### src/rtl/hamming_secded_decoder.sv
// hamming_secded_decoder: two-stage pipelined Hamming SEC/SECDED decoder with valid/ready flow control
// Ports: clk, rst_n (async, active low); in_valid/in_ready/in_codeword on the receive side;
// out_valid/out_ready/out_data/out_sindrome/out_err_corr/out_err_uncorr on the consumer side;
// clr_cnt clears cnt_corr/cnt_uncorr, saturating counts of corrected/uncorrectable handshaked words.
module hamming_secded_decoder #(
    parameter  int DATA_W = 4,
    parameter  int SECDED = 0,
    parameter  int CNT_W  = 16,
    localparam int PAR_W  = $clog2(DATA_W + $clog2(DATA_W + 1) + 1),
    localparam int N      = DATA_W + PAR_W,
    localparam int CW_W   = N + (SECDED != 0 ? 1 : 0)
) (
    input  logic              clk,
    input  logic              rst_n,
    input  logic              in_valid,
    output logic              in_ready,
    input  logic [CW_W-1:0]   in_codeword,
    output logic              out_valid,
    input  logic              out_ready,
    output logic [DATA_W-1:0] out_data,
    output logic [PAR_W-1:0]  out_sindrome,
    output logic              out_err_corr,
    output logic              out_err_uncorr,
    input  logic              clr_cnt,
    output logic [CNT_W-1:0]  cnt_corr,
    output logic [CNT_W-1:0]  cnt_uncorr
);
    localparam logic [PAR_W-1:0] N_S = PAR_W'(N);

    // Hamming position (1-based) of data bit i: the i-th non-power-of-two position
    function automatic int data_pos(int i);
        int pos = 0;
        int cnt = 0;
        for (int p = 1; p <= N; p++) begin
            if ((p & (p - 1)) != 0) begin
                if (cnt == i) pos = p;
                cnt++;
            end
        end
        return pos;
    endfunction

    logic [PAR_W-1:0]  syn;
    logic              par;
    logic [DATA_W-1:0] raw;
    logic [DATA_W-1:0] fixed;
    logic              s1_valid;
    logic [DATA_W-1:0] s1_data;
    logic [PAR_W-1:0]  s1_syn;
    logic              s1_par;
    logic              s2_valid;
    logic              s2_adv;
    logic              flip;
    logic              corr;
    logic              uncorr;
    logic              hs;

    always_comb begin
        syn = '0;
        for (int k = 0; k < N; k++)
            for (int j = 0; j < PAR_W; j++)
                if (((k + 1) & (1 << j)) != 0) syn[j] = syn[j] ^ in_codeword[k];
    end

    assign par = (SECDED != 0) && (^in_codeword);

    // Only the data bits are kept past stage 1; parity-position errors never alter data
    for (genvar i = 0; i < DATA_W; i++) begin : g_d
        localparam int P = data_pos(i);
        localparam logic [PAR_W-1:0] SP = PAR_W'(P);
        assign raw[i]   = in_codeword[P-1];
        assign fixed[i] = s1_data[i] ^ (flip && s1_syn == SP);
    end

    // Without SECDED any in-range syndrome is a single error; with SECDED it also needs odd parity
    assign flip   = s1_syn != '0 && s1_syn <= N_S && (SECDED == 0 || s1_par);
    assign corr   = flip || (SECDED != 0 && s1_syn == '0 && s1_par);
    assign uncorr = s1_syn != '0 && !flip;

    assign s2_adv    = !s2_valid || out_ready;
    assign in_ready  = !s1_valid || s2_adv;
    assign out_valid = s2_valid;
    assign hs        = s2_valid && out_ready;

    always_ff @(posedge clk or negedge rst_n) begin
        if (!rst_n) begin
            s1_valid       <= 1'b0;
            s1_data        <= '0;
            s1_syn         <= '0;
            s1_par         <= 1'b0;
            s2_valid       <= 1'b0;
            out_data       <= '0;
            out_sindrome   <= '0;
            out_err_corr   <= 1'b0;
            out_err_uncorr <= 1'b0;
        end else begin
            if (in_ready) s1_valid <= in_valid;
            if (in_ready && in_valid) begin
                s1_data <= raw;
                s1_syn  <= syn;
                s1_par  <= par;
            end
            if (s2_adv) s2_valid <= s1_valid;
            if (s2_adv && s1_valid) begin
                out_data       <= fixed;
                out_sindrome   <= s1_syn;
                out_err_corr   <= corr;
                out_err_uncorr <= uncorr;
            end
        end
    end

    always_ff @(posedge clk or negedge rst_n) begin
        if (!rst_n) begin
            cnt_corr   <= '0;
            cnt_uncorr <= '0;
        end else if (clr_cnt) begin
            cnt_corr   <= '0;
            cnt_uncorr <= '0;
        end else begin
            if (hs && out_err_corr && cnt_corr != '1) cnt_corr <= cnt_corr + CNT_W'(1);
            if (hs && out_err_uncorr && cnt_uncorr != '1) cnt_uncorr <= cnt_uncorr + CNT_W'(1);
        end
    end
endmodule
### config.mk
export PLATFORM = sky130hd
export DESIGN_NAME = hamming_secded_decoder
export DESIGN_NICKNAME = d
export VERILOG_FILES = /design/src/rtl/hamming_secded_decoder.sv
export SDC_FILE = /design/constraint.sdc
export NUM_CORES = 1
export LEC_CHECK = 0
export ABC_AREA = 1
export BUFFER_PORTS_ARGS = -buffer_cell sky130_fd_sc_hd__buf_2
export CORE_MARGIN = 8
export CORE_UTILIZATION = 50
export CTS_CLUSTER_SIZE = 20
export DETAILED_ROUTE_END_ITERATION = 8
export PLACE_DENSITY = 0.85
export SYNTH_ARGS = -nofsm -noshare
export SYNTH_HDL_FRONTEND = slang
export SYNTH_SLANG_ARGS = --single-unit
### constraint.sdc
create_clock -name clk -period 1.5 [get_ports clk]
set_clock_uncertainty 0.15 [all_clocks]
set_input_delay 0.225 -clock clk [delete_from_list [all_inputs] [get_ports clk]]
set_output_delay 0.225 -clock clk [all_outputs]
set_load 0.01 [all_outputs]
### Word level (Yosys, flattened, before mapping)

Cells that the tools add are included.

| word-level totals | value |
|---|---|
| bits in writable memories | 0 |
| latch bits | 0 |
| ROM bits | 0 |
| memories kept | 0 |
| register bits | 50 |
| word-level logic and storage cells | 57 |

| operators by class | value |
|---|---|
| order comparisons | 1 |
| reductions and logical operators | 21 |
| shift operators | 0 |
| div/mod/pow operators | 0 |
| equality and inequality tests | 6 |
| multiplexer cells | 4 |
| $add $sub $neg | 2 |
| multiply operators | 0 |
| bitwise gates (word level) | 13 |

Operators with widths:

| cell | number |
|---|---|
| $mux 16 | 4 |
| $add 16x1->16 const B | 2 |
| $ne 16x16->1 const B | 2 |
| $logic_and 1x1->1 | 13 |
| $xor 1x1->1 | 13 |
| $eq 3x3->1 const B | 3 |
| $reduce_bool 2->1 | 2 |
| $eq 3x2->1 const B | 1 |
| $le 3x3->1 const B | 1 |
| $logic_not 1->1 | 3 |
| $reduce_bool 3->1 | 1 |
| $logic_or 1x1->1 | 2 |

### Longest topological paths before layout

| logic depth | value |
|---|---|
| word-level depth | 5 |
| mapped depth | 10 |
| gate-level depth less buffers | 9 |

### Worst setup path after synthesis

No wires, ideal clock.

| timing path | value |
|---|---|
| path kind | register to register |
| start point | register cnt_uncorr[0] |
| end point | register cnt_uncorr[11] |
| data arrival time | 1.512 ns |
| buffers on the path | 1 |
| period minus slack after synthesis | 1.728 ns |
| required time | 1.284 ns |
| stages on the path, launching flop included | 10 |
| path slack | -0.228 ns |
| cells stage by stage | dfrtp_1 -> ha_1 -> nand2_1 -> nor2_4 -> nand2_2 -> nor2_2 -> nor2_2 -> buf_4 -> nand4_1 -> nand2_1 |

| on the way | value |
|---|---|
| cells in the longest elaborated chain, start to end | 3 |
| elaborated cells between the ends (all ways) | 6 |
| those cells by class | 1 x add/sub; 1 x eq/ne; 2 x mux; 2 x reduce/logical |

Ends and longest elaborated chain:

| what | RTL line | RTL |
|---|---|---|
| start: declaration | 26 | `output logic [CNT_W-1:0] cnt_uncorr` |
| start signal: assignment | 122 | `if (hs && out_err_uncorr && cnt_uncorr != '1) cnt_uncorr <= cnt_uncorr + CNT_W'(1);` |
| $add 16x1->16 / $ne 16x16->1 (equally long branches) | 122 |  |
| $mux 16 / $logic_and 1x1->1 (equally long branches) | 122 |  |
| $mux 16 / $reduce_bool 2->1 (equally long branches) | -- |  |

Several ways; a longest one is shown, not always the timed one. The select of a mux whose other input is x is not followed.
A chain may end at the register's enable or synchronous reset.

### Worst setup path after layout

| timing path | value |
|---|---|
| start point | register cnt_corr[0] |
| end point | register cnt_corr[1] |

| on the way | value |
|---|---|
| cells in the longest elaborated chain, start to end | 3 |
| elaborated cells between the ends (all ways) | 6 |
| those cells by class | 1 x add/sub; 1 x eq/ne; 2 x mux; 2 x reduce/logical |

Ends and longest elaborated chain:

| what | RTL line | RTL |
|---|---|---|
| start: declaration | 25 | `output logic [CNT_W-1:0] cnt_corr,` |
| start signal: assignment | 121 | `if (hs && out_err_corr && cnt_corr != '1) cnt_corr <= cnt_corr + CNT_W'(1);` |
| $add 16x1->16 / $ne 16x16->1 (equally long branches) | 121 |  |
| $mux 16 / $logic_and 1x1->1 (equally long branches) | 121 |  |
| $mux 16 / $reduce_bool 2->1 (equally long branches) | -- |  |

Several ways; a longest one is shown, not always the timed one. The select of a mux whose other input is x is not followed.

==> results.py <==
metrics = {
    "critical_path": {
        "worstPathMaxFanout": 5,
        "end_kind": "register",
        "worstSetupStartpoint": "cnt_corr[0]",
        "r2r_end": "cnt_corr[1]",
        "rr_worst_depth": 10,
        "crit_type": "register to register",
        "r2r_start": "cnt_corr[0]",
        "path_cells": "ha_2, nand2_2, nor2_4, nand2_2, nor2_4, nor2_4, nor2_4, buf_4, nand2_1, nand2_1",
        "crit_top_cell": "nor2_4",
        "critical_path.endpoint": "cnt_corr[1]",
        "worstPathRequired_ns": 1.60,
        "reg2reg_setup_slack_ns": -0.19,
        "slowest_stage": "dfrtp_1",
        "critPathArrivalTime_ns": 1.79,
        "cp-start-kind": "register",
        "crit_path_max_incr_delay_ns": 0.39,
    },
    "synthesis": {
        "muxShareOfSynthArea_pct": 0,
        "synthesis.nets": 405,
        "ys_seq_area_share_pct": 43.63,
        "synth_top_family_by_area": "simple AND/OR/NAND/NOR gates",
        "synth_area_um2": 2868,
        "synth_cell_types": 25,
        "synth_xor_area_share_pct": 5.497,
        "synthAdderAreaFrac_pct": 0.8726,
        "post_synth.cell_area_avg_um2": 7.334,
        "synth-compound-area-share_pct": 3.970,
        "synthCells": 391,
        "ys_warn_count": 0,
        "synthSimpleGateAreaFrac_pct": 39.44,
        "ys_ff_latch": 50,
    },
    "floorplan": {
        "fp.coreArea_um2": 5540,
        "design.die.area_um2": 8415,
        "start_util_pct": 51.76,
        "io_pins": 55,
        "die_height_um": 91.74,
        "die_x_um": 91.74,
        "fp-row-count": 27,
    },
    "grt": {
        "grt_use_total_pct": 19.05,
        "grt_overflow": 0,
        "antenna_found_initial": 0,
        "grt_max_degree": 51,
        "grt_pass1_vias": 3099,
        "grt_pass1_wl_um": 13580,
    },
    "clocking": {
        "cts_tree": "built",
        "clock_sink_count": 50,
        "clk_latency_ns": 0.31,
        "root_buffer": "clkbuf_8",
        "cts_buffers": 5,
        "cts_buffer_depth": 2,
        "htreeDepth": 2,
        "path_clk_slew_ns": 0.10,
    },
    "drt": {
        "drt_iter0_markers": 201,
        "firstDrtPassIters": 5,
        "wl_per_cell_um": 14.75,
        "viasPerCell": 5.351,
        "drt-total-wl_um": 8700,
        "postRouteAntennaNets": 0,
        "drc_errors": 0,
        "route.vias.total": 3157,
    },
    "run_status": {
        "status": "finished with violations",
        "violations": "setup timing",
    },
    "sta": {
        "slew_headroom_pct": 76.64,
        "finalMaxSlewViolations": 0,
        "layout_setup_ws_ns": -0.1906,
        "rsz0062_at_grt": "true",
        "setup_viol": 30,
        "final.setup.tns_ns": -4.019,
        "final_hold_viol_count": 0,
        "period_share_pct": 112.7,
        "post-route-min-period_ns": 1.691,
        "fmax_mhz": 591.5,
        "tightest_slew_ns": 0.3485,
    },
    "layout": {
        "drive_gt1_share_pct": 36.10,
        "final_area_um2": 4091,
        "final_nets": 531,
        "syn_to_final_growth_pct": 42.67,
        "regArea_um2": 1254,
        "multi_input_area_um2": 1618,
        "fillerInstances": 390,
        "antenna_cells": 0,
    },
    "place": {
        "gp_congestion": 0.9642,
        "dpl_cell_area_um2": 3687,
        "numPortBuffers": 54,
        "dp_hpwl_um": 5890,
        "pre_cts_slack_ns": -0.1682,
    },
    "power": {
        "power_w": 0.003242,
        "irDropWorstVdd_uv": 602.1,
        "cellLeakagePower_nw": 2.154,
        "powerDensity_nw_per_um2": 792.5,
    },
    "job": {
        "drv_cap": 0,
    },
    "min_path": {
        "hp-class": "input port to register",
        "min_path_cells": 3,
    },
}
-- cell usage after synthesis --
| cell | number | share of area (%) |
|---|---|---|
| a21oi_1 | 3 | 0.52 |
| a31oi_1 | 1 | 0.22 |
| buf_2 | 1 | 0.17 |
| buf_4 | 1 | 0.26 |
| buf_6 | 2 | 0.79 |
| clkbuf_1 | 3 | 0.39 |
| clkinv_1 | 1 | 0.13 |
| dfrtp_1 | 50 | 44 |
| ha_1 | 2 | 0.87 |
| inv_1 | 36 | 4.7 |
| inv_2 | 1 | 0.13 |
| nand2_1 | 142 | 19 |
| nand2_2 | 3 | 0.65 |
| nand3_1 | 39 | 6.8 |
| nand3b_1 | 2 | 0.52 |
| nand4_1 | 18 | 3.9 |
| nor2_1 | 35 | 4.6 |
| nor2_2 | 3 | 0.65 |
| nor2_4 | 6 | 2.4 |
| nor3_1 | 4 | 0.70 |
| o21ai_0 | 14 | 2.4 |
| o21bai_1 | 3 | 0.79 |
| or2_2 | 3 | 0.65 |
| xnor2_1 | 6 | 1.8 |
| xor2_1 | 12 | 3.7 |
-- cell families (layout without fill, tap and decap cells) --
logic type / Yosys count / in the layout
fa+ha+maj: 2 / 2
flops: 50 / 50
buf+inv: 45 / 171
xor+xnor: 18 / 18
compound gates: 21 / 21
simple gates: 255 / 256
-- stage by stage --
stage | cells | hold WS [ns] | util [%]
finish | 590 | 0.009005 | 73.85
global route | 590 | 0.01915 | 73.85
CTS | 588 | 0.01142 | 70.48
detailed placement | 573 | 0.08668 | 66.55
global placement | 573 | 0.08167 | 66.55
floorplan | 391 | -0.2206 | -
-- worst max-delay path, delay by kind of cell, from the launching register on --
family | cells | cell delay [ns]
simple gates | 8 | 0.75
flops | 1 | 0.39
fa+ha+maj | 1 | 0.20
buf+inv | 1 | 0.16
-- per-layer routing --
layer / track usage, % / wire [µm] / vias up
met5: 0 / 0 / -
li1: - / - / 1502
met4: 7.383 / 208 / 0
met1: 21.75 / 3422 / 1471
met3: 4.075 / 658 / 29
met2: 33.97 / 4410 / 155
-- power by group --
| group | switching (W) | total (W) | leakage (nW) | internal (W) |
|---|---|---|---|---|
| logic | 0.000387 | 0.000670 | 1.43 | 0.000284 |
| registers | 0.0000894 | 0.00156 | 0.662 | 0.00148 |
| clock network | 0.000501 | 0.00101 | 0.0587 | 0.000506 |
-- timing repair --
item | CTS | global route
setup buffers | 5 | 3
hold endpoints to repair | 51 | 0
setup endpoints to repair | 33 | 35
gates resized for setup | 13 | 46
pin swaps | 10 | 27
gates cloned | 0 | 1
hold buffers | 2 | 0
-- cell type report --
cell class / instances / area share (%)
clock buffer: 5 / 1.682
inverter: 38 / 3.547
tap: 72 / 2.202
timing repair buffer: 125 / 21.22
clock inverter: 3 / 1.162
sequential: 50 / 30.64
multi-input combinational: 297 / 39.54
-- flip-flops by register name (all words and copies together), names as in the netlist --
signal and flops:
out_sindrome 3, s1_valid 1, cnt_uncorr 16, out_err_corr 1
cnt_corr 16, s1_data 4, s1_syn 3, out_valid 1
out_data 4, out_err_uncorr 1
-- worst min path at each step --
| stage | slack, ns | end | start |
|---|---|---|---|
| 2_1_floorplan | -0.22 | cnt_corr[0] | rst_n |
| 3_3_place_gp | 0.08 | cnt_uncorr[12] | rst_n |
| 3_5_place_dp | 0.09 | cnt_uncorr[15] | rst_n |
| 4_1_cts | 0.01 | s1_data[2] | in_codeword[5] |
| 5_1_grt | 0.02 | s1_data[2] | in_codeword[5] |
| 6_report | 0.009 | s1_data[2] | in_codeword[5] |
-- cells in the final DEF, fill, tap and decap left out, drive strengths merged --
cell,count
clkinv,2
clkbuf,5
nand4,18
ha,2
o21ai,14
nand3,39
nand3b,2
bufinv,1
or2,3
a31oi,1
nor3,4
nor2,45
buf,123
xnor2,6
dfrtp,50
dlygate4sd3,2
xor2,12
inv,38
a21oi,3
o21bai,3
nand2,145
(Power assumes the default switching activity.)
